`src/rtl/hazard_forward_ctrl_pkg.sv`:
```
// Shared constants for the EX-stage forwarding / load-use hazard controller.
// Holds forwarding-select encodings, shadow-stage indices and the stage record width.
package hazard_forward_ctrl_pkg;

    localparam int REG_AW_DEF = 5;

    localparam logic [1:0] FWD_RF    = 2'b00;
    localparam logic [1:0] FWD_EXMEM = 2'b01;
    localparam logic [1:0] FWD_MEMWB = 2'b10;
    localparam logic [1:0] FWD_WB1   = 2'b11;

    localparam int ST_EX   = 0;
    localparam int ST_MEM  = 1;
    localparam int ST_WB   = 2;
    localparam int ST_WB1  = 3;
    localparam int N_STAGE = 4;

    // {valid, wr_en, wr_reg, is_load}
    function automatic int stage_w(input int aw);
        return aw + 3;
    endfunction

    localparam int STAGE_W = stage_w(REG_AW_DEF);

endpackage

```
`src/rtl/hazard_forward_ctrl_if.sv`:
```
// ID-side bundle into the hazard/forwarding controller and its EX-side select outputs.
// master = pipeline ID stage, slave = hazard_forward_ctrl.
interface hazard_forward_ctrl_if
    import hazard_forward_ctrl_pkg::*;
#(
    parameter int REG_AW   = REG_AW_DEF,
    parameter int STALL_CW = 16
);
    logic                id_valid;
    logic [REG_AW-1:0]   id_rs;
    logic [REG_AW-1:0]   id_rt;
    logic                id_use_rs;
    logic                id_use_rt;
    logic                id_wr_en;
    logic [REG_AW-1:0]   id_wr_reg;
    logic                id_is_load;
    logic                flush;
    logic [1:0]          fwd_a_sel;
    logic [1:0]          fwd_b_sel;
    logic                stall;
    logic [STALL_CW-1:0] stall_count;

    modport master (
        output id_valid, id_rs, id_rt, id_use_rs, id_use_rt,
               id_wr_en, id_wr_reg, id_is_load, flush,
        input  fwd_a_sel, fwd_b_sel, stall, stall_count
    );

    modport slave (
        input  id_valid, id_rs, id_rt, id_use_rs, id_use_rt,
               id_wr_en, id_wr_reg, id_is_load, flush,
        output fwd_a_sel, fwd_b_sel, stall, stall_count
    );
endinterface

```
`src/rtl/hazard_forward_ctrl_fwd_sel_gen.sv`:
```
// Priority encoder for one source operand: youngest matching producer wins.
// A load still in EX cannot forward yet, so it falls through to older stages.
module fwd_sel_gen
    import hazard_forward_ctrl_pkg::*;
#(
    parameter int REG_AW = REG_AW_DEF
) (
    input  logic [REG_AW-1:0] src_i,
    input  logic              use_i,
    input  logic              ex_wr_i,
    input  logic [REG_AW-1:0] ex_reg_i,
    input  logic              ex_load_i,
    input  logic              mem_wr_i,
    input  logic [REG_AW-1:0] mem_reg_i,
    input  logic              wb_wr_i,
    input  logic [REG_AW-1:0] wb_reg_i,
    output logic [1:0]        sel_o
);
    logic src_live;
    logic hit_ex;
    logic hit_mem;
    logic hit_wb;

    assign src_live = use_i && (src_i != '0);
    assign hit_ex   = src_live && ex_wr_i  && (ex_reg_i  == src_i) && !ex_load_i;
    assign hit_mem  = src_live && mem_wr_i && (mem_reg_i == src_i);
    assign hit_wb   = src_live && wb_wr_i  && (wb_reg_i  == src_i);

    always_comb begin
        sel_o = FWD_RF;
        if (hit_ex) begin
            sel_o = FWD_EXMEM;
        end else if (hit_mem) begin
            sel_o = FWD_MEMWB;
        end else if (hit_wb) begin
            sel_o = FWD_WB1;
        end
    end
endmodule

```
`src/rtl/hazard_forward_ctrl.sv`:
```
// Forwarding-select generation and load-use stall for the EX operand muxes.
// Keeps a shadow EX/MEM/WB/WB1 pipeline of destination registers; selects are registered.
module hazard_forward_ctrl
    import hazard_forward_ctrl_pkg::*;
#(
    parameter int REG_AW   = REG_AW_DEF,
    parameter int STALL_CW = 16
) (
    input  logic                 clk,
    input  logic                 rst_n,
    hazard_forward_ctrl_if.slave bus
);
    typedef struct packed {
        logic              valid;
        logic              wr_en;
        logic [REG_AW-1:0] wr_reg;
        logic              is_load;
    } stage_t;

    stage_t              stg_q [N_STAGE];
    stage_t              stg_d [N_STAGE];
    logic [1:0]          sel_a_q, sel_a_d;
    logic [1:0]          sel_b_q, sel_b_d;
    logic [STALL_CW-1:0] cnt_q, cnt_d;
    logic [1:0]          sel_a_c, sel_b_c;
    logic                ex_load_wr;
    logic                stall_c;
    logic                take_id;

    fwd_sel_gen #(.REG_AW(REG_AW)) u_sel_a (
        .src_i     (bus.id_rs),
        .use_i     (bus.id_use_rs),
        .ex_wr_i   (stg_q[ST_EX].valid && stg_q[ST_EX].wr_en),
        .ex_reg_i  (stg_q[ST_EX].wr_reg),
        .ex_load_i (stg_q[ST_EX].is_load),
        .mem_wr_i  (stg_q[ST_MEM].valid && stg_q[ST_MEM].wr_en),
        .mem_reg_i (stg_q[ST_MEM].wr_reg),
        .wb_wr_i   (stg_q[ST_WB].valid && stg_q[ST_WB].wr_en),
        .wb_reg_i  (stg_q[ST_WB].wr_reg),
        .sel_o     (sel_a_c)
    );

    fwd_sel_gen #(.REG_AW(REG_AW)) u_sel_b (
        .src_i     (bus.id_rt),
        .use_i     (bus.id_use_rt),
        .ex_wr_i   (stg_q[ST_EX].valid && stg_q[ST_EX].wr_en),
        .ex_reg_i  (stg_q[ST_EX].wr_reg),
        .ex_load_i (stg_q[ST_EX].is_load),
        .mem_wr_i  (stg_q[ST_MEM].valid && stg_q[ST_MEM].wr_en),
        .mem_reg_i (stg_q[ST_MEM].wr_reg),
        .wb_wr_i   (stg_q[ST_WB].valid && stg_q[ST_WB].wr_en),
        .wb_reg_i  (stg_q[ST_WB].wr_reg),
        .sel_o     (sel_b_c)
    );

    assign ex_load_wr = stg_q[ST_EX].valid && stg_q[ST_EX].is_load &&
                        stg_q[ST_EX].wr_en && (stg_q[ST_EX].wr_reg != '0);

    assign stall_c = bus.id_valid && ex_load_wr &&
                     ((bus.id_use_rs && (bus.id_rs == stg_q[ST_EX].wr_reg)) ||
                      (bus.id_use_rt && (bus.id_rt == stg_q[ST_EX].wr_reg)));

    // Flush wins over stall, but the stall is still reported and counted.
    assign take_id = bus.id_valid && !stall_c && !bus.flush;

    always_comb begin
        stg_d[ST_EX]  = '0;
        stg_d[ST_MEM] = stg_q[ST_EX];
        stg_d[ST_WB]  = stg_q[ST_MEM];
        stg_d[ST_WB1] = stg_q[ST_WB];
        sel_a_d       = FWD_RF;
        sel_b_d       = FWD_RF;
        cnt_d         = cnt_q;
        if (take_id) begin
            stg_d[ST_EX] = '{valid: 1'b1, wr_en: bus.id_wr_en,
                             wr_reg: bus.id_wr_reg, is_load: bus.id_is_load};
            sel_a_d      = sel_a_c;
            sel_b_d      = sel_b_c;
        end
        if (stall_c && (cnt_q != '1)) begin
            cnt_d = cnt_q + 1'b1;
        end
    end

    always_ff @(posedge clk or negedge rst_n) begin
        if (!rst_n) begin
            for (int i = 0; i < N_STAGE; i++) begin
                stg_q[i] <= '0;
            end
            sel_a_q <= FWD_RF;
            sel_b_q <= FWD_RF;
            cnt_q   <= '0;
        end else begin
            for (int i = 0; i < N_STAGE; i++) begin
                stg_q[i] <= stg_d[i];
            end
            sel_a_q <= sel_a_d;
            sel_b_q <= sel_b_d;
            cnt_q   <= cnt_d;
        end
    end

    assign bus.fwd_a_sel   = sel_a_q;
    assign bus.fwd_b_sel   = sel_b_q;
    assign bus.stall       = stall_c;
    assign bus.stall_count = cnt_q;
endmodule

```
`src/flat_wrapper.sv`:
```
// flat-port wrapper written by rule: the top's interface ports become plain ports
module hazard_forward_ctrl_flat import hazard_forward_ctrl_pkg::*;
#(
    parameter int REG_AW   = REG_AW_DEF,
    parameter int STALL_CW = 16
)
  (clk, rst_n, bus_id_valid, bus_id_rs, bus_id_rt, bus_id_use_rs, bus_id_use_rt, bus_id_wr_en, bus_id_wr_reg, bus_id_is_load, bus_flush, bus_fwd_a_sel, bus_fwd_b_sel, bus_stall, bus_stall_count);
  hazard_forward_ctrl_if #(.REG_AW(REG_AW), .STALL_CW(STALL_CW)) bus_i ();
  input  logic clk;
  input  logic rst_n;
  input wire logic [$bits(bus_i.id_valid)-1:0] bus_id_valid;
  input wire logic [$bits(bus_i.id_rs)-1:0] bus_id_rs;
  input wire logic [$bits(bus_i.id_rt)-1:0] bus_id_rt;
  input wire logic [$bits(bus_i.id_use_rs)-1:0] bus_id_use_rs;
  input wire logic [$bits(bus_i.id_use_rt)-1:0] bus_id_use_rt;
  input wire logic [$bits(bus_i.id_wr_en)-1:0] bus_id_wr_en;
  input wire logic [$bits(bus_i.id_wr_reg)-1:0] bus_id_wr_reg;
  input wire logic [$bits(bus_i.id_is_load)-1:0] bus_id_is_load;
  input wire logic [$bits(bus_i.flush)-1:0] bus_flush;
  output wire logic [$bits(bus_i.fwd_a_sel)-1:0] bus_fwd_a_sel;
  output wire logic [$bits(bus_i.fwd_b_sel)-1:0] bus_fwd_b_sel;
  output wire logic [$bits(bus_i.stall)-1:0] bus_stall;
  output wire logic [$bits(bus_i.stall_count)-1:0] bus_stall_count;
  assign bus_i.id_valid = bus_id_valid;
  assign bus_i.id_rs = bus_id_rs;
  assign bus_i.id_rt = bus_id_rt;
  assign bus_i.id_use_rs = bus_id_use_rs;
  assign bus_i.id_use_rt = bus_id_use_rt;
  assign bus_i.id_wr_en = bus_id_wr_en;
  assign bus_i.id_wr_reg = bus_id_wr_reg;
  assign bus_i.id_is_load = bus_id_is_load;
  assign bus_i.flush = bus_flush;
  assign bus_fwd_a_sel = bus_i.fwd_a_sel;
  assign bus_fwd_b_sel = bus_i.fwd_b_sel;
  assign bus_stall = bus_i.stall;
  assign bus_stall_count = bus_i.stall_count;
  hazard_forward_ctrl #(.REG_AW(REG_AW), .STALL_CW(STALL_CW)) u_core (.clk(clk), .rst_n(rst_n), .bus(bus_i));
endmodule
```
`config.mk`:
```
export PLATFORM = sky130hd
export DESIGN_NAME = hazard_forward_ctrl_flat
export DESIGN_NICKNAME = d
export VERILOG_FILES = /design/src/rtl/hazard_forward_ctrl_pkg.sv /design/src/rtl/hazard_forward_ctrl_if.sv /design/src/rtl/hazard_forward_ctrl_fwd_sel_gen.sv /design/src/rtl/hazard_forward_ctrl.sv /design/src/flat_wrapper.sv
export SDC_FILE = /design/constraint.sdc
export NUM_CORES = 1
export LEC_CHECK = 0
export BUFFER_PORTS_ARGS = -buffer_cell sky130_fd_sc_hd__buf_4
export CAP_MARGIN = 20
export CORE_MARGIN = 1.5
export CORE_UTILIZATION = 50
export DETAILED_ROUTE_END_ITERATION = 10
export MAX_ROUTING_LAYER = met4
export PLACE_DENSITY = 0.84
export REMOVE_ABC_BUFFERS = 1
export SLEW_MARGIN = 20
export SYNTH_ARGS = -nofsm -noshare
export SYNTH_HDL_FRONTEND = slang
export SYNTH_SLANG_ARGS = --single-unit
```
`constraint.sdc`:
```
create_clock -name clk -period 2.1 [get_ports clk]
set_clock_uncertainty 0.05 [all_clocks]
set_input_delay 0.42 -clock clk [delete_from_list [all_inputs] [get_ports clk]]
set_output_delay 0.42 -clock clk [all_outputs]
set_load 0.02 [all_outputs]
```
==> results of run 1 <==
[report_power, final]
part           internal (W)  switching, W  total, W
logic             0.0000781     0.0000753  0.000153
registers          0.000825     0.0000185  0.000844
clock network      0.000264      0.000283  0.000547
total               0.00117      0.000377   0.00154
[critical path, stage by stage (launching register included)]
cell and delay, ns:
dfrtp_1 0.45, xnor2_1 0.26, nand3_1 0.16, o22a_4 0.27, nor2_1 0.12, buf_4 0.15
[timing repair]
| item | in CTS | in global routing |
|---|---|---|
| endpoints found under the setup margin | 1 | 2 |
| resized for setup | 1 | 8 |
| pin swaps | 3 | 3 |
| setup buffers | 1 | 2 |
[cells in the mapped netlist]
master	count
dfrtp_1	42
and3_1	3
buf_2	1
xor2_1	8
and2_1	7
o22ai_1	1
nor2b_1	2
nor4_1	7
mux2_2	1
nor2_1	8
or4_4	2
and4_1	2
nor3_1	3
o21ai_4	1
nor3b_1	2
nand3_1	14
nand3b_1	2
o21ai_0	2
o22a_2	1
clkbuf_2	1
nand2_2	1
xnor2_2	1
or4_1	4
nand2_1	10
a41oi_4	1
inv_1	1
nand2b_1	2
nand4_1	9
ha_1	1
a21oi_1	3
o31ai_1	1
a31oi_1	1
xnor2_1	35
o21ai_2	1
[cell families (layout without fill, tap and decap cells)]
family,after synthesis,after routing
AOI/OAI and AO/OA,12,12
xor gates and xnor gates,44,44
adders and majority gates,1,1
buffers and inverters,3,59
DFF,42,42
muxes,1,1
and+or+nand+nor,78,78
[per-stage QoR]
| stage | hold slack, ns | instances | instance area [um2] | setup WS, ns | util |
|---|---|---|---|---|---|
| after detailed placement | 0.325 | 276 | 2440 | 0.0681 | 0.619 |
| after global placement | 0.319 | 276 | 2440 | 0.0896 | 0.619 |
| after global routing | 0.0833 | 287 | 2610 | -0.129 | 0.661 |
| after CTS | 0.0615 | 285 | 2540 | -0.0426 | 0.646 |
| final | 0.0405 | 287 | 2610 | -0.0726 | 0.661 |
| after floorplan | 0.0744 | 179 | 2030 | 0.172 | - |
[how the worst max path moves through the flow]
stage          slack, ns                          to  depth (start not counted)
4_1_cts            -0.04                   bus_stall                          4
5_1_grt            -0.13                   bus_stall                          5
6_report           -0.07                   bus_stall                          5
2_1_floorplan       0.17  u_core.bus.stall_count[13]                          6
3_3_place_gp        0.09  u_core.bus.stall_count[12]                          6
3_5_place_dp        0.07  u_core.bus.stall_count[12]                          6
[layer usage]
layer / vias to the layer above / routed length [um] / global-route usage
li1: 750 / - / -
met1: 772 / 1830 / 0.294
met2: 56 / 2230 / 0.345
met3: 11 / 265 / 0.0422
met4: 0 / 99 / 0.0765
met5: - / 0 / -
[cell usage in the layout, fill, tap and decap left out, drive strengths merged, types with 2 or more instances in the layout]
cell	count
nor2b	2
xnor2	36
a21oi	3
xor2	8
o21ai	4
clkbuf	6
nor3b	2
nand4	9
nand2b	2
nor4	7
nor2	8
and2	7
nand2	11
nand3b	2
buf	50
nor3	3
and4	2
and3	3
nand3	14
dfrtp	42
or4	6
[final cells by class]
cell class / count / area [um2]
inverters: 1 / 3.75
flip-flops and latches: 42 / 1050
well taps: 50 / 62.6
clock inverters: 2 / 12.5
repair buffers: 50 / 375
fillers: 296 / 1340
clock buffers: 6 / 82.6
multi-input cells: 136 / 1010
[state kept, by name, indices dropped and copies added (netlist names)]
| name | cells |
|---|---|
| u_core.bus.fwd_a_sel | 2 |
| u_core.stg_d | 22 |
| u_core.bus.stall_count | 16 |
| u_core.bus.fwd_b_sel | 2 |
==> metrics.md, run 1 <==
| Metric | Value |
|---|---|
| Status | `complete, but fails checks` |
| Failing checks | `setup timing` |
| Clock sink count | `42` |
| Adder-cell share of the synthesized area | `0.00615` |
| Compound-cell area share of the yosys netlist | `0.0529` |
| H-tree levels | `2` |
| Largest area contributor in the netlist | `dfrtp_1` |
| Hold Path Class | `in -> async` |
| Worst r2r dst | `u_core.bus.stall_count[1]` |
| Initial Util | `0.516` |
| # DRC | `0` |
| Total Die Area | `approximately 0.0045 mm2` |
| GRT Overall Usage | `0.222` |
| CTS tree | `built` |
| TNS Setup | `-0.0726 ns` |
| Row count | `23` |
| Antenna Violating Nets Remaining | `0` |
| Clk_lat worst skew | `around 0.29 ns` |
| Library cells used by synthesis | `34` |
| RD Place Congestion | `approximately 0.96` |
| Vias in the first global route | `between 1500 and 2000` |
| Ports | `44` |
| Sequential-to-total area share from yosys stat | `0.516` |
| Post-synthesis mux area share | `0.00553` |
| Crit Path Class | `reg -> out` |
| Worst setup path startpoint | `u_core.stg_d[19]` |
| #FFs+latches synth | `42` |
| FF-to-FF setup slack | `approximately 0.09 ns` |
| First-pass GRT wire length | `slightly above 7 mm` |
| Ant diodes | `0` |
| Die height | `between 60 and 70 um` |
| Routed wire length | `around 4.4 mm` |
| Synth Instances | `~180` |
| Largest net degree at the start of global routing | `43` |
| Slew headroom | `0.655` |
| Worst r2r src | `u_core.stg_d[20]` |
| RSZ-0062 raised after global routing | `yes` |
| Final Critical Period | `~2.2 ns` |
| Final slew viol count | `0` |
| CP Data Required Time | `around 1.6 ns` |
| Vias post-DR | `between 1500 and 2000` |
| Pwr/cell area | `between 500 and 600 mW/mm2` |
| Clk buf depth | `2` |
| Setup Viol. Count Final | `1` |
| Largest family of logic cells by synthesized area | `simple AND/OR/NAND/NOR gates` |
| Layout net count | `260` |
| Area share of the leading cell type in the synthesized netlist | `0.516` |
| Xor/xnor share of the synthesized area | `0.193` |
| Yosys Warn Count | `0` |
| Port Buffers | `between 40 and 50` |
| Inserted Clock Buffers | `5` |
| Synth area leaders | `dfrtp_1, xnor2_1, nand3_1` |
| Area grow syn2layout | `28.0%` |
| Crit end category | `primary output` |
| Post-CTS Hold Fix Bufs | `0` |
| Max capacitance violation total | `0` |
| Critical path startpoint category | `flip-flop` |
| Die W | `between 60 and 70 um` |
| P_leak | `approximately 1.2 nW` |
| Share of synthesized cell area in and, or, nand and nor gates | `0.219` |
| CTS clock-pin slew for the worst setup and hold paths | `around 0.080 ns` |
| Layout cells sized above 1 | `0.316` |
| Total grt overflow | `0` |
| Final WS setup | `-0.0726 ns` |
| Core ar. | `around 0.004 mm2` |
| Post-Syn Area per Cell | `about 11 um2` |
| Slew @ Worst Pin | `slightly above 0.5 ns` |
| Clock root buffer | `clkbuf_8` |
| DR pass1 iterations | `4` |
| DR iter-0 viols | `around 130` |
| Antenna violations before repair | `0` |
| Final Hold Vio Count | `0` |
| DR WL/cell | `15.4 um` |
| Via density | `between 5 and 6` |
| Period utilization | `1.03` |
| Cell Area, Synth | `~0.0020 mm2` |
| Tot Pwr | `about 0.0015 W` |
| Worst EP arrival | `1.70 ns` |
| DP HPWL | `between 3 and 4 mm` |
| Max Freq | `approximately 460 MHz` |
| Max FO, Critical Path | `7` |
| Max VDD drop | `between 400 and 500 uV` |
| Reg2reg path depth | `6` |
(Power assumes the default switching activity.)
==> inputs of run 2 (changes only) <==
--- a/config.mk
+++ b/config.mk
@@ -5,13 +5,15 @@
 export SDC_FILE = /design/constraint.sdc
 export NUM_CORES = 1
 export LEC_CHECK = 0
+export ABC_AREA = 1
 export BUFFER_PORTS_ARGS = -buffer_cell sky130_fd_sc_hd__buf_4
 export CAP_MARGIN = 20
 export CORE_MARGIN = 1.5
 export CORE_UTILIZATION = 50
 export DETAILED_ROUTE_END_ITERATION = 10
+export HOLD_SLACK_MARGIN = 0.08
 export MAX_ROUTING_LAYER = met4
-export PLACE_DENSITY = 0.84
+export PLACE_DENSITY = 0.83
 export REMOVE_ABC_BUFFERS = 1
 export SLEW_MARGIN = 20
 export SYNTH_ARGS = -nofsm -noshare
==> run 2 against run 1 <==
The flow now finishes without violations. Flip-flop and latch count is the same. Fmax grew 8.3%. Area after synthesis grew 19%. Clock-buffer cell count grew 1. Setup slack gained 0.17 ns. Combinational power grew 5%. Cell area grew 12%. Hold slack gained 0.24 ns. Largest cell class is now multi-input combinational cells.
==> metrics.md, run 2 <==
| Metric | Value |
|---|---|
| Post-synthesis mux area share | `0` |
| Routed wire length | `5.48 mm` |
| Setup crit end | `bus_stall` |
| Setup WS pre-CTS | `~0.18 ns` |
| Core ar. | `around 0.0047 mm2` |
| Critical path startpoint category | `flip-flop` |
| Layout net count | `between 300 and 400` |
| Layout cells sized above 1 | `0.220` |
| Hold path startpoint | `bus_id_wr_reg[1]` |
| Antenna violations before repair | `0` |
| Clk_lat worst skew | `between 0.2 and 0.3 ns` |
| Worst setup path startpoint | `u_core.stg_d[18]` |
| Status | `finished clean` |
| Top_reg_cell synth | `dfrtp_1` |
| Clk buf depth | `2` |
| Area grow syn2layout | `20.3%` |
| Largest net degree at the start of global routing | `43` |
| H-tree levels | `2` |
| Seq pwr share | `0.552` |
| Max Freq | `about 500 MHz` |
| Synth area leaders | `dfrtp_1, nand2_1, nor2_1` |
| Setup Viol. Count Final | `0` |
| Total Die Area | `approximately 0.0053 mm2` |
| Clock sink count | `between 40 and 50` |
| DR pass1 iterations | `4` |
| Internal power | `around 0.0012 W` |
| Yosys Warn Count | `0` |
| Library cells used by synthesis | `23` |
| Ports | `between 40 and 50` |
| Crit end category | `primary output` |
| Fin area | `0.00293 mm2` |
| Slew @ Worst Pin | `about 0.53 ns` |
| Post-Syn Area per Cell | `7.53 um2` |
| Final Critical Period | `2.01 ns` |
| Via density | `5.14` |
| Max FFs per register | `22` |
| DR iter-0 viols | `~180` |
| Async S/R FF share, synth | `1.00` |
| Dpl cell area | `0.00280 mm2` |
| RD Place Congestion | `slightly below 0.9` |
| Compound-cell area share of the yosys netlist | `0.0165` |
| Ant diodes | `0` |
| DR WL/cell | `12.8 um` |
| Die height | `just over 70 um` |
| Worst r2r src | `u_core.bus.stall_count[0]` |
| FF-to-FF setup slack | `~0.18 ns` |
| Fin util | `0.623` |
| Die W | `between 70 and 80 um` |
| Row count | `25` |
| CTS tree | `built` |
| Hold Path Class | `in -> reg` |
| Switch Pwr | `roughly 0.00037 W` |
| Synth Instances | `about 320` |
| Final slew viol count | `0` |
| Final WS setup | `approximately 0.095 ns` |
| DP HPWL | `4.13 mm` |
| P_leak | `between 1.5 and 2 nW` |
| Commonest non-fill, non-tap cell in the layout | `nand2_1` |
| Final Hold Vio Count | `0` |
| Largest area contributor in the netlist | `dfrtp_1` |
| CTS clock-pin slew for the worst setup and hold paths | `~0.070 ns` |
| CP Data Required Time | `between 1.5 and 2 ns` |
| Xor/xnor share of the synthesized area | `0.0937` |
| Port Buffers | `43` |
| Share of synthesized cell area in and, or, nand and nor gates | `0.369` |
| Max VDD drop | `roughly 380 uV` |
| Vias post-DR | `around 2200` |
| Worst EP arrival | `about 1.5 ns` |
| Comb pwr share | `0.105` |
| Synth cell count leaders | `nand2_1, nor2_1, dfrtp_1` |
| RSZ-0062 raised after global routing | `no` |
| Max FO, Critical Path | `4` |
| Sequential-to-total area share from yosys stat | `0.432` |
| Inserted Clock Buffers | `5` |
| Total grt overflow | `0` |
| Area share of the leading cell type in the synthesized netlist | `0.432` |
| Adder-cell share of the synthesized area | `0.00515` |
| #FFs+latches synth | `between 40 and 50` |
| Pwr/cell area | `521 mW/mm2` |
| Slew headroom | `0.648` |
| GRT Overall Usage | `0.235` |
| Worst r2r dst | `u_core.bus.stall_count[3]` |
| Largest family of logic cells by synthesized area | `simple AND/OR/NAND/NOR gates` |
| Period utilization | `0.955` |
| Vias in the first global route | `between 2000 and 2500` |
| Clock root buffer | `clkbuf_8` |
| Antenna Violating Nets Remaining | `0` |
| # DRC | `0` |
| # fillers | `around 430` |
| Clk network pwr share | `0.343` |
| Crit Path Class | `reg -> out` |
| Initial Util | `0.518` |
| Sw frac | `0.240` |
| Reg2reg path depth | `7` |
| Most numerous cell in the Yosys netlist | `nand2_1` |
| TNS Setup | `0 ns` |
| Post-synth EDFFs | `0` |
| First-pass GRT wire length | `about 9.3 mm` |
| Min Hold Slack | `around 0.28 ns` |
| Cell Area, Synth | `about 0.0024 mm2` |
| Max capacitance violation total | `0` |
| Most frequent cells in the layout | `nand2_1, buf_4, dfrtp_1` |
==> run 2: worst min path at each step <==
| stage | endpoint | slack, ns | cells after the start |
|---|---|---|---|
| 2_1_floorplan | u_core.bus.fwd_a_sel[0] | 0.07 | 0 |
| 3_3_place_gp | u_core.stg_d[15] | 0.31 | 0 |
| 3_5_place_dp | u_core.stg_d[14] | 0.32 | 0 |
| 4_1_cts | u_core.stg_d[18] | 0.27 | 3 |
| 5_1_grt | u_core.stg_d[20] | 0.29 | 3 |
| 6_report | u_core.stg_d[18] | 0.28 | 3 |
==> run 2: critical path, stage by stage (launching register included) <==
cell and delay, ns:
dfrtp_1 0.43, xor2_1 0.19, nor2_2 0.15, nand4_1 0.16, nand2_4 0.11, nand2_4 0.05, inv_2 0.05, buf_6 0.10
==> run 2: kinds of logic after synthesis <==
| family | count (synthesis) |
|---|---|
| simple gates | 196 |
| buf+inv | 50 |
| flops | 42 |
| xor+xnor | 26 |
| compound gates | 8 |
| fa+ha+maj | 1 |
==> run 2: power groups by stage <==
| stage | logic [W] | clock network (W) | registers, W |
|---|---|---|---|
| finish | 0.000160 | 0.000523 | 0.000841 |
| global route | 0.000180 | 0.000575 | 0.000843 |
| CTS | 0.000160 | 0.000548 | 0.000841 |
| detailed placement | 0.000156 | 0 | 0.000857 |
| global placement | 0.000151 | 0 | 0.000855 |
| floorplan | 0.0000780 | 0 | 0.000852 |
==> run 2: what timing repair did <==
action | CTS | global route
hold buffers | 1 | 0
endpoints found under the setup margin | 1 | 4
hold endpoints to repair | 42 | 0
pin swaps | 3 | 4
setup buffers | 1 | 0
resized for setup | 3 | 2
==> run 2: final cells by class <==
cell class	count	area [um2]	share of cell area
Clock buffer	7	86.3	0.0295
Clock inverter	1	5.00	0.00171
Inverter	45	169	0.0577
Multi-Input combinational cell	231	1190	0.406
Sequential cell	42	1050	0.359
Tap cell	54	67.6	0.0231
Timing Repair Buffer	47	359	0.123
==> run 2: stage by stage <==
stage	power [W]	std cells
floorplan	0.000930	318
finish	0.00152	427
CTS	0.00155	427
detailed placement	0.00101	417
global placement	0.00101	417
global route	0.00160	427
==> run 2: routing by layer <==
| metal | track usage | wire (um) |
|---|---|---|
| met5 | - | 0 |
| met4 | 0.0776 | 77 |
| met3 | 0.0470 | 293 |
| met2 | 0.414 | 2790 |
| met1 | 0.266 | 2310 |
==> inputs of run 3 (changes only) <==
--- a/config.mk
+++ b/config.mk
@@ -6,16 +6,17 @@
 export NUM_CORES = 1
 export LEC_CHECK = 0
 export ABC_AREA = 1
-export BUFFER_PORTS_ARGS = -buffer_cell sky130_fd_sc_hd__buf_4
 export CAP_MARGIN = 20
-export CORE_MARGIN = 1.5
+export CORE_MARGIN = 5
 export CORE_UTILIZATION = 50
 export DETAILED_ROUTE_END_ITERATION = 10
+export DONT_BUFFER_PORTS = 1
 export HOLD_SLACK_MARGIN = 0.08
 export MAX_ROUTING_LAYER = met4
-export PLACE_DENSITY = 0.83
+export PLACE_DENSITY = 0.75
 export REMOVE_ABC_BUFFERS = 1
 export SLEW_MARGIN = 20
 export SYNTH_ARGS = -nofsm -noshare
 export SYNTH_HDL_FRONTEND = slang
 export SYNTH_SLANG_ARGS = --single-unit
+export TNS_END_PERCENT = 10
==> run 3 against run 2 <==
Setup slack improved by 0.020 ns. Wire length grew 6.8%. Fmax is 0.99% higher. Largest power group unchanged. Cell area shrank 5.0%. Sequential power barely moved. Flip-flop and latch count stayed put. Die area up 20%. Sequential share of layout area increased by 1.9 points. Via count fell by 3.2%. Hold slack got worse by 0.11 ns. Total power is 4.9% higher. Register-to-register slack gained 0.12 ns.
==> metrics.md, run 3 (synthesis gave the netlist of run 2 again) <==
| Metric | Value |
|---|---|
| Hold Path Depth | `2` |
| Critical path startpoint category | `flip-flop` |
| Max Freq | `a little over 500 MHz` |
| Period utilization | `0.946` |
| Reg2reg path depth | `10` |
| # fillers | `roughly 440` |
| Clk_lat worst skew | `approximately 0.30 ns` |
| Via density | `approximately 5.1` |
| Max capacitance violation total | `0` |
| RSZ-0062 raised after global routing | `no` |
| TNS Setup | `0 ns` |
| Placed cell count | `~400` |
| Slew headroom | `0.780` |
| Pwr/cell area | `575 mW/mm2` |
| Vias post-DR | `roughly 2100` |
| Die height | `approximately 80 um` |
| Layout cells sized above 1 | `0.166` |
| Total grt overflow | `0` |
| P_leak | `between 1 and 1.5 nW` |
| Setup Viol. Count Final | `0` |
| Routed wire length | `5.85 mm` |
| Crit Path Class | `reg -> out` |
| Clock sink count | `42` |
| Crit end category | `primary output` |
| DR iter-0 viols | `around 160` |
| Area grow syn2layout | `14.4%` |
| Row count | `25` |
| DP HPWL | `between 4 and 5 mm` |
| CTS tree | `built` |
| First-pass GRT wire length | `a little over 10 mm` |
| CP Data Required Time | `around 1.6 ns` |
| DR pass1 iterations | `5` |
| Delay-heaviest family, CP | `simple AND/OR/NAND/NOR gates` |
| Max FO, Critical Path | `4` |
| Final Hold Vio Count | `0` |
| RD Place Congestion | `between 0.9 and 1` |
| Worst r2r src | `u_core.stg_d[17]` |
| Slew @ Worst Pin | `0.331 ns` |
| Die W | `~80 um` |
| Slowest CP cell | `dfrtp_1` |
| Hold Path Class | `in -> reg` |
| Clock root buffer | `clkbuf_8` |
| Worst r2r dst | `u_core.bus.stall_count[4]` |
| Initial Util | `0.515` |
| FF-to-FF setup slack | `around 0.3 ns` |
| Status | `finished clean` |
| Layout net count | `approximately 370` |
| Port Buffers | `0` |
| Most numerous cell on the critical path | `nand2_1` |
| Antenna Violating Nets Remaining | `0` |
| Antenna violations before repair | `0` |
| Core ar. | `approximately 0.0047 mm2` |
| Ant diodes | `0` |
| Fin util | `0.589` |
| Crit-path max cell delay | `0.42 ns` |
| Multi-input gate area | `0.00118 mm2` |
| Tot Pwr | `roughly 0.0016 W` |
| Critical path, cell by cell | `inv_1 -> nand2_1 -> nand2_1 -> nor2_2 -> nand4_1 -> nand2_4 -> nand2_2 -> inv_2` |
| Final slew viol count | `0` |
| Max FFs per register | `22` |
| CP Buf/Inv Count | `2` |
| Inserted Clock Buffers | `5` |
| Commonest non-fill, non-tap cell in the layout | `nand2_1` |
| Clk buf depth | `2` |
| Total Die Area | `roughly 0.0064 mm2` |
| Hold Path Sink | `u_core.stg_d[19]` |
| Most frequent cells in the layout | `nand2_1, nor2_1, dfrtp_1` |
| Largest net degree at the start of global routing | `43` |
| CTS clock-pin slew for the worst setup and hold paths | `~0.08 ns` |
| Max VDD drop | `313 uV` |
| Worst setup path startpoint | `u_core.stg_d[17]` |
| Non-Filler Instances | `around 420` |
| Worst EP arrival | `between 1.5 and 2 ns` |
| DR WL/cell | `~14 um` |
| Hold path startpoint | `bus_id_wr_reg[2]` |
| Final Critical Period | `slightly below 2 ns` |
| Vias in the first global route | `2145` |
| GRT Overall Usage | `0.210` |
| Ports | `44` |
| H-tree levels | `2` |
| Sequential Area | `0.00105 mm2` |
| # DRC | `0` |
[run 3: area by class of cell]
| type | count | area share |
|---|---|---|
| clock buffers | 5 | 0.0248 |
| clock inverters | 3 | 0.0144 |
| inverters | 45 | 0.0608 |
| multi-input cells | 231 | 0.424 |
| flip-flops and latches | 42 | 0.378 |
| well taps | 67 | 0.0302 |
| repair buffers | 23 | 0.0675 |
[run 3: how the worst max path moves through the flow]
stage,end,cells after the start
2_1_floorplan,u_core.bus.stall_count[3],7
3_3_place_gp,u_core.bus.stall_count[4],6
3_5_place_dp,bus_stall,6
4_1_cts,bus_stall,8
5_1_grt,bus_stall,8
6_report,bus_stall,8
[run 3: timing repair]
item / in CTS / in global routing
setup endpoints to repair: 1 / 1
setup buffers: 1 / 1
resized for setup: 0 / 2
hold endpoints to repair: 42 / 0
pin swaps: 1 / 1
hold buffers: 2 / 0
[run 3: per-layer routing]
| metal | up-vias | wire length (um) | global-route usage | share of wire |
|---|---|---|---|---|
| met3 | 11 | 420 | 0.0485 | 0.072 |
| li1 | 1054 | - | - | - |
| met5 | - | 0 | - | 0 |
| met4 | 0 | 93 | 0.0676 | 0.016 |
| met2 | 76 | 2830 | 0.333 | 0.48 |
| met1 | 983 | 2510 | 0.268 | 0.43 |
[run 3: where the power goes]
part	switching, W	leakage, nW	internal, W	total [W]
clock	0.000289	0.0579	0.000350	0.000639
combinational	0.0000739	0.790	0.0000468	0.000121
sequential	0.0000150	0.574	0.000825	0.000840
[run 3: per-stage QoR]
step / hold WS [ns] / instance area [um2] / worst slack, ns
global placement: 0.0755 / 2620 / 0.372
CTS: 0.164 / 2770 / 0.0405
global route: 0.167 / 2780 / 0.00649
detailed placement: 0.0755 / 2620 / 0.295
finish: 0.170 / 2780 / 0.114
floorplan: 0.0744 / 2400 / 0.299
[run 3: worst reg2reg max path, cell delays in order (launching register included)]
cell	delay, ns
dfrtp_1	0.42
inv_1	0.09
nand2_1	0.06
nand2_1	0.05
nor2_2	0.13
nand4_1	0.17
nand2_4	0.12
buf_4	0.17
nand3_4	0.23
nand2_1	0.12
nand2_1	0.07
